===== config.mk =====
export PLATFORM = sky130hd
export DESIGN_NAME = ex_wb_stage
export DESIGN_NICKNAME = d
export VERILOG_FILES = /design/src/rtl/ex_wb_stage.sv
export SDC_FILE = /design/constraint.sdc
export NUM_CORES = 1
export LEC_CHECK = 0
export ABC_AREA = 1
export ABC_CLOCK_PERIOD_IN_PS = 1670
export BUFFER_PORTS_ARGS = -buffer_cell sky130_fd_sc_hd__buf_4
export CAP_MARGIN = 15
export CORE_UTILIZATION = 42
export DETAILED_ROUTE_END_ITERATION = 16
export PLACE_DENSITY = 0.79
export SYNTH_ARGS = -nofsm -noshare
export SYNTH_HDL_FRONTEND = slang
export SYNTH_SLANG_ARGS = --single-unit

===== constraint.sdc =====
create_clock -name clk -period 1.67 [get_ports clk]
set_input_delay 0.334 -clock clk [delete_from_list [all_inputs] [get_ports clk]]
set_output_delay 0.334 -clock clk [all_outputs]
set_load 0.05 [all_outputs]

===== src/rtl/ex_wb_stage.sv =====
// Execute-to-writeback boundary: 2-entry skid-buffered result register,
// architectural flag register and registered branch resolution.
module ex_wb_stage #(
  parameter int unsigned DATA_W  = 32,
  parameter int unsigned RADDR_W = 5
) (
  input  logic               clk,
  input  logic               rst_n,
  input  logic               in_valid,
  output logic               in_ready,
  input  logic [DATA_W-1:0]  in_result,
  input  logic [2:0]         in_flag,
  input  logic               in_flag_we,
  input  logic [RADDR_W-1:0] in_rd,
  input  logic               in_wr_en,
  input  logic [2:0]         in_br_type,
  input  logic [DATA_W-1:0]  in_br_target,
  output logic               out_valid,
  input  logic               out_ready,
  output logic [DATA_W-1:0]  out_result,
  output logic [RADDR_W-1:0] out_rd,
  output logic               out_wr_en,
  output logic [2:0]         flag_reg,
  output logic               branch_taken,
  output logic [DATA_W-1:0]  branch_target
);

  logic               r_out_valid;
  logic [DATA_W-1:0]  r_out_result;
  logic [RADDR_W-1:0] r_out_rd;
  logic               r_out_wr_en;
  logic               r_skid_valid;
  logic [DATA_W-1:0]  r_skid_result;
  logic [RADDR_W-1:0] r_skid_rd;
  logic               r_skid_wr_en;
  logic [2:0]         r_flag;
  logic               r_br_taken;
  logic [DATA_W-1:0]  r_br_target;

  logic w_accept;
  logic w_main_free;
  logic w_taken;

  // in_ready is a pure function of state, so it never sees out_ready combinationally.
  assign in_ready    = ~r_skid_valid;
  assign w_accept    = in_valid & in_ready;
  assign w_main_free = ~r_out_valid | out_ready;

  // Carry branches look at the stored flags, not the beat's own flags.
  always_comb begin
    w_taken = 1'b0;
    case (in_br_type)
      3'b001, 3'b111: w_taken = 1'b1;
      3'b010:         w_taken = in_flag[2];
      3'b011:         w_taken = in_flag[1];
      3'b100:         w_taken = ~in_flag[1];
      3'b101:         w_taken = r_flag[0];
      3'b110:         w_taken = ~r_flag[0];
      default:        w_taken = 1'b0;
    endcase
  end

  always_ff @(posedge clk or negedge rst_n) begin
    if (!rst_n) begin
      r_out_valid   <= 1'b0;
      r_out_result  <= '0;
      r_out_rd      <= '0;
      r_out_wr_en   <= 1'b0;
      r_skid_valid  <= 1'b0;
      r_skid_result <= '0;
      r_skid_rd     <= '0;
      r_skid_wr_en  <= 1'b0;
    end else if (w_main_free) begin
      if (r_skid_valid) begin
        r_out_valid  <= 1'b1;
        r_out_result <= r_skid_result;
        r_out_rd     <= r_skid_rd;
        r_out_wr_en  <= r_skid_wr_en;
        r_skid_valid <= w_accept;
        if (w_accept) begin
          r_skid_result <= in_result;
          r_skid_rd     <= in_rd;
          r_skid_wr_en  <= in_wr_en;
        end
      end else begin
        r_out_valid <= w_accept;
        if (w_accept) begin
          r_out_result <= in_result;
          r_out_rd     <= in_rd;
          r_out_wr_en  <= in_wr_en;
        end
      end
    end else if (w_accept) begin
      r_skid_valid  <= 1'b1;
      r_skid_result <= in_result;
      r_skid_rd     <= in_rd;
      r_skid_wr_en  <= in_wr_en;
    end
  end

  always_ff @(posedge clk or negedge rst_n) begin
    if (!rst_n) begin
      r_flag      <= 3'b000;
      r_br_taken  <= 1'b0;
      r_br_target <= '0;
    end else begin
      r_br_taken <= w_accept & w_taken;
      if (w_accept & w_taken) r_br_target <= in_br_target;
      if (w_accept & in_flag_we) r_flag <= in_flag;
    end
  end

  assign out_valid     = r_out_valid;
  assign out_result    = r_out_result;
  assign out_rd        = r_out_rd;
  assign out_wr_en     = r_out_wr_en;
  assign flag_reg      = r_flag;
  assign branch_taken  = r_br_taken;
  assign branch_target = r_br_target;

endmodule


# After elaboration in Yosys (flattened, before gate mapping)
# Cells that the tools add are included.
[totals] out_inout_bits=76 in_bits=81 wordCells=51 ff_bits=114
[op_classes] n_bitwise=8 n_reduce_logical=4 muxes=20 eq_ne=8
[op_table] cell="32-bit 2-to-1 mux" count=5
[op_table] cell="5-bit 2-to-1 mux" count=5
[op_table] cell="3-bit == test (second input constant)" count=4
[op_table] cell="1-bit 2-to-1 mux" count=9
[op_table] cell="3-bit by 2-bit == test with 1-bit output (second input constant)" count=2
[op_table] cell="1-bit one-hot mux with 6 select lines" count=1
[op_table] cell="1-bit inverter" count=4
[op_table] cell="2-bit nonzero test" count=2
[op_table] cell="1-bit AND" count=3
[op_table] cell="3-bit by 1-bit == test with 1-bit output (second input constant)" count=1
[op_table] cell="2-bit != test (second input constant)" count=1
[op_table] cell="2-bit AND reduction" count=1
[op_table] cell="2-bit OR reduction" count=1
[op_table] cell="1-bit OR" count=1

# Depth between registers and ports, before layout
# Gate-level depths: netlist of the first run.
[depth] depth_word=5 ltp_mapped=10 ltp_nobuf=9

# Worst setup path before layout of the first run
# Ideal clock, no wire load.
[synth_timing] kind="flip-flop to flip-flop" start="reg r_out_valid (netlist: out_valid)" end="reg r_skid_rd[0]" synth_period_minus_slack_ps=1676 t_required_ps=1545 stages_incl_launch_ff=7 setup_time_ps=125 n_path_buf=2 arrival_time_ps=1551 path_slack_ps=-6 cell_sequence="dfrtp_1 inv_1 nor2_1 nand2_1 buf_4 buf_6 mux2_4"
[synth_via] elab_chain_cells=3 elab_cells_between_ends=4 cone_classes="1 x eq/ne; 1 x mux; 2 x bitwise"
[synth_rtl] item="from (decl)" line="28" rtl="logic r_out_valid;"
[synth_rtl] item="from (signal assigned)" line="86" rtl="r_out_valid <= w_accept;"
[synth_rtl] item="1-bit inverter (*)" line="47" rtl="assign w_main_free = ~r_out_valid | out_ready;"
[synth_rtl] item="1-bit OR (*)" line="47"
[synth_rtl] item="2-bit != test (no source line) / 5-bit 2-to-1 mux (equally long branches)"
[synth_rtl] item="to (signal assigned)" line="82" rtl="r_skid_rd <= in_rd;"
[synth_rtl] item="to (signal assigned)" line="96" rtl="r_skid_rd <= in_rd;"
[synth_rtl] item="to (decl)" line="34" rtl="logic [RADDR_W-1:0] r_skid_rd;"
# Mark *: on every way between the ends. The rest lies on a longest branch, timed or not.
# A chain may end at the register's enable or synchronous reset.

# Final worst setup path of the first run
[layout_timing] start="reg r_skid_valid" end="out in_ready"
[layout_via] elab_chain_cells=1
[layout_rtl] item="from (decl)" line="32" rtl="logic r_skid_valid;"
[layout_rtl] item="from (signal assigned)" line="79" rtl="r_skid_valid <= w_accept;"
[layout_rtl] item="1-bit inverter" line="45" rtl="assign in_ready = ~r_skid_valid;"
[layout_rtl] item="to (decl)" line="10" rtl="output logic in_ready,"
# No other way between the ends.

==> qor.yml, run 1 <==
crit_path_max_incr_delay_ps: 450
final_common_cell: "buf_4"
clockBufferDepth: 2
maxCapViolCount: 0
ys_ff_latch: 114
fin_tns_setup_ps: 0
cts_tree: "yes"
drv_slew: 0
netlist_area_mm2: 0.00473
drive_gt1_share_pct: 38.4
setup_violations: 0
endpoint_kind: "output port"
drt_iter0_drc: 263
ys_types: 16
fp-row-count: 38
fp.dieW_um: 108
synthesis.nets: 545
p_per_area_mw_per_mm2: 1570
synth.yosys.seq_area_share_pct: 60.3
tightest_slew_ps: 386
fin_skew_ps: 9.82
viasPerCell: 4.99
grt_pass1_wl_um: 18900
finalCritPeriodShare_pct: 96.1
overflow: 0
dp_hpwl_um: 8130
cellLeakagePower_nw: 3.41
seqPwrFrac_pct: 35.5
p_comb_share_pct: 31.8
crit_type: "reg -> out"
p_sw_share_pct: 35.8
dieArea_mm2: 0.0117
maxSlewHeadroom_pct: 74.3
grt_max_degree: 51
cts_inserted_buffers: 17
rsz0062_at_grt: "no"
min_period_ps: 1600
power_frac_clock_pct: 32.7
power.total_mw: 10.5
syn_avg_cell_area_um2: 10.2
synth_cells: 464
cp_slowest_cell: "dfrtp_1"
grt_usage_pct: 20.9
cp_cell_sequence: "inv_2 -> buf_6"
grt_pass1_vias: 4005
cts_sinks: 114
ir_worst_vdd_v: 0.000784
fmax_mhz: 623
antenna_cells: 0
ant_nets: 0
worstSkewPairLatency_ps: 510
place_congestion: 0.841
area_delta_synth_final_pct: 41.9
portBuffers: 156
drc: 0
htreeDepth: 4
cp_max_fo: 5
status: "finished clean"
routed_wl_um: 11500
via_count: 3890
power_switching_mw: 3.76
antenna_found_initial: 0
nets: 708
wl_per_cell_um: 14.8
hold_class: "in -> reg"
firstDrtPassIters: 4
cts.clk_slew.worst_paths_ps: 50
final_cell_mix: "buf_4 (165), nand2_1 (149), dfrtp_1 (113)"
p_int_mw: 6.75
crit_arrival_ps: 1270
hold_viol: 0
cts-root-buf: "clkbuf_8"
cp.required_ps: 1340
cp-start-kind: "flip-flop"
chipHeight_um: 108
ys_warn_count: 0
ios: 157
start_util_pct: 43.4
core_mm2: 0.0109
## cell type report
| cell class | instances | area [um^2] |
|---|---|---|
| inverters | 11 | 41.3 |
| multi-input cells | 310 | 1690 |
| flip-flops and latches | 114 | 2850 |
| clock inverters | 10 | 108 |
| fillers | 904 | 4170 |
| repair buffers | 173 | 1380 |
| well taps | 140 | 175 |
| clock buffers | 22 | 463 |
## layer usage
layer | vias up | share of wire, % | track usage [%] | routed length, um
li1 | 1859 | - | - | -
met1 | 1868 | 41 | 25.4 | 4770
met2 | 150 | 49 | 35.4 | 5680
met3 | 13 | 8.3 | 6.21 | 958
met4 | 0 | 1.0 | 6.75 | 121
met5 | - | 0 | 0 | 0
## cells by family after synthesis
group / after synthesis / share of synthesized area (%)
flops: 114 / 60.3
mux: 39 / 10.9
compound gates: 43 / 5.55
simple gates: 228 / 19.2
buf+inv: 40 / 4.07
## final timing paths
kind	startpoint	to	slack (ps)	cells after the start
min	in_br_target[2]	branch_target[2]	60	3
min in group asynchronous	rst_n	branch_target[19]	300	2
max	r_skid_valid	in_ready	70	2
min reg2reg	branch_target[7]	branch_target[7]	470	2
max in group asynchronous	rst_n	out_rd[3]	770	3
max reg2reg	flag_reg[0]	branch_target[30]	210	10
## stage by stage
step | instance area, um^2 | utilization, % | instances | hold slack, ps | setup WS (ps)
after CTS | 6710 | 61.7 | 780 | 30.2 | 19.7
after global routing | 6710 | 61.7 | 780 | 47.7 | 9.86
final | 6710 | 61.7 | 780 | 60.7 | 65.6
after detailed placement | 6130 | 56.3 | 747 | 277 | 172
after floorplan | 4730 | - | 464 | 38.4 | 94.7
after global placement | 6130 | 56.3 | 747 | 275 | 278
## power groups by stage
stage,logic [mW],clock network (mW),registers [mW]
floorplan,0.865,0,5.08
global placement,3.29,0,3.74
detailed placement,3.36,0,3.77
CTS,3.37,3.52,3.74
global route,3.56,3.64,3.81
finish,3.34,3.44,3.74
## critical path, delay by kind of cell (launching register included)
family,cells,cell delay (ps)
flops,1,450
buf+inv,2,330
## cells in the mapped netlist
cell	count	area share, %
buf_6	2	0.48
a21oi_1	1	0.11
buf_2	13	1.4
nand2_1	150	12
a31oi_1	38	5.0
buf_4	3	0.48
nor2_4	1	0.24
nor2_2	1	0.13
clkbuf_1	11	0.87
dfrtp_1	114	60
inv_1	11	0.87
nand3_1	34	3.6
nor2_1	42	3.3
o21ai_0	4	0.42
mux2_4	20	6.3
mux2_2	19	4.5
## repair_timing
item | in CTS | in global routing
setup buffers | 0 | 0
gates resized for setup | 2 | 0
hold buffers | 1 | 0
hold endpoints to repair | 24 | 0
endpoints found under the setup margin | 1 | 0
No activity file was read; power rests on OpenSTA's default activity.
==> run 2, diff against run 1 <==
--- a/config.mk
+++ b/config.mk
@@ -9,9 +9,9 @@
 export ABC_CLOCK_PERIOD_IN_PS = 1670
 export BUFFER_PORTS_ARGS = -buffer_cell sky130_fd_sc_hd__buf_4
 export CAP_MARGIN = 15
-export CORE_UTILIZATION = 42
+export CORE_UTILIZATION = 50
 export DETAILED_ROUTE_END_ITERATION = 16
-export PLACE_DENSITY = 0.79
+export PLACE_DENSITY = 0.9
 export SYNTH_ARGS = -nofsm -noshare
 export SYNTH_HDL_FRONTEND = slang
 export SYNTH_SLANG_ARGS = --single-unit
==> run 2 against run 1 <==
Cell count shrank 2.9%. Worst hold slack gained 1.8 ps. Utilization grew 12 points. Largest power group is now the clock network. Via count grew 3.1%. First-iteration DRC count shrank 32%.
==> qor.yml, run 2 (synthesized netlist as in run 1, its figures left out) <==
maxCapViolCount: 0
crit_arrival_ps: 1300
ios: 157
area_delta_synth_final_pct: 43.7
r2r_slack_ps: 90
power_switching_mw: 3.84
tightest_slew_ps: 385
grt_pass1_vias: 3953
cellLeakagePower_nw: 3.48
worstSkewPairLatency_ps: 500
timing.rr.start: "r_skid_valid"
p_sw_share_pct: 34.9
grt_pass1_wl_um: 18900
seqPwrFrac_pct: 34.1
final_common_cell: "buf_4"
endpoint_kind: "output port"
portBuffers: 156
cts_inserted_buffers: 17
grt_usage_pct: 24.8
p_comb_share_pct: 30.8
drc: 0
cp-start-kind: "flip-flop"
chipHeight_um: 99.3
hold_viol: 0
grt_max_degree: 66
routed_wl_um: 12000
antenna_found_initial: 0
endpoint: "in_ready"
fin_tns_setup_ps: 0
wl_per_cell_um: 15.9
drt_iter0_drc: 178
cts.clk_slew.worst_paths_ps: 60
firstDrtPassIters: 4
ir_worst_vdd_v: 0.000875
ant_nets: 0
dieArea_mm2: 0.00985
p_per_area_mw_per_mm2: 1620
dp_worst_setup_slack_ps: 141
antenna_cells: 0
cp.required_ps: 1340
setup_violations: 0
cp_max_fo: 10
fin_skew_ps: 6.52
cts_tree: "yes"
core_mm2: 0.00920
place_congestion: 0.825
r2r_cells: 6
min_period_ps: 1630
overflow: 0
viasPerCell: 5.30
r2r-end: "out_result[21]"
fp-row-count: 35
hold_class: "in -> reg"
fin_ws_ps: 39.4
clockBufferDepth: 2
finalCritPeriodShare_pct: 97.6
htreeDepth: 4
p_int_mw: 7.15
final_cell_mix: "buf_4 (171), nand2_1 (149), dfrtp_1 (113)"
fmax_mhz: 613
fp.dieW_um: 99.3
maxSlewHeadroom_pct: 74.3
power_frac_clock_pct: 35.0
start_util_pct: 51.4
crit_type: "reg -> out"
status: "finished clean"
crit_start: "r_skid_valid"
nets: 714
via_count: 4010
drv_slew: 0
cts_sinks: 114
dp_hpwl_um: 7940
min_from: "in_br_target[17]"
cts-root-buf: "clkbuf_8"
drive_gt1_share_pct: 39.3
rsz0062_at_grt: "yes"
-- run 2: cell count changes in the layout (fill, tap and decap cells not counted), moves of 2 or more --
cell,before,now
buf_12,6,4
buf_4,165,171
buf_8,0,2
bufinv_16,2,5
clkbuf_1,2,0
clkbuf_8,4,2
clkinv_4,0,3
-- run 2: cell type report --
type	instances	area (um^2)
sequential	114	2850
fill	621	2400
multi-input combinational	310	1690
timing repair buffer	179	1430
clock buffer	18	428
clock inverter	14	211
tap	111	139
inverter	11	43.8
-- run 2: how the worst min path moves through the flow --
stage / to / cells past startpoint
final: branch_target[17] / 3
after global routing: branch_target[17] / 3
after CTS: branch_target[17] / 3
after detailed placement: out_result[28] / 2
after global placement: out_rd[1] / 2
after floorplan: branch_taken / 0
-- run 2: per-stage QoR --
stage	hold WS (ps)	total power [mW]	instances	area (um^2)	util (%)
after floorplan	38.4	5.95	464	4730	-
after global placement	348	7.00	717	6060	65.9
after detailed placement	354	7.12	717	6060	65.9
after CTS	32.8	11.0	751	6730	73.2
after global routing	30.3	11.4	757	6800	73.9
final	62.5	11.0	757	6800	73.9
-- run 2: power by group through the flow --
stage	clock (mW)	combinational, mW	sequential (mW)
global placement	0	3.26	3.74
finish	3.85	3.39	3.75
CTS	3.91	3.37	3.75
floorplan	0	0.865	5.08
global route	4.05	3.58	3.82
detailed placement	0	3.35	3.77
-- run 2: worst max-delay path, cell delays in order (launching register included) --
cell and delay [ps]:
dfrtp_1 410, buf_8 160, inv_4 80, buf_8 150
-- run 2: routing by layer --
metal  track usage [%]  routed length (um)  vias to the layer above  share of wire, %
met5                 0                   0                        -                 0
met4              10.1                 194                        0               1.6
met3              6.54                 760                       18               6.3
met2              42.2                6060                      187                50
met1              30.1                5000                     1944                42
li1                  -                   -                     1861                 -
-- run 2: what timing repair did --
item | 4_1_cts | 5_1_grt
resized for setup | 5 | 1
hold endpoints to repair | 114 | 0
setup buffers | 1 | 5
hold buffers | 1 | 0
setup endpoints to repair | 1 | 5
gates cloned | 0 | 1
pin swaps | 0 | 1
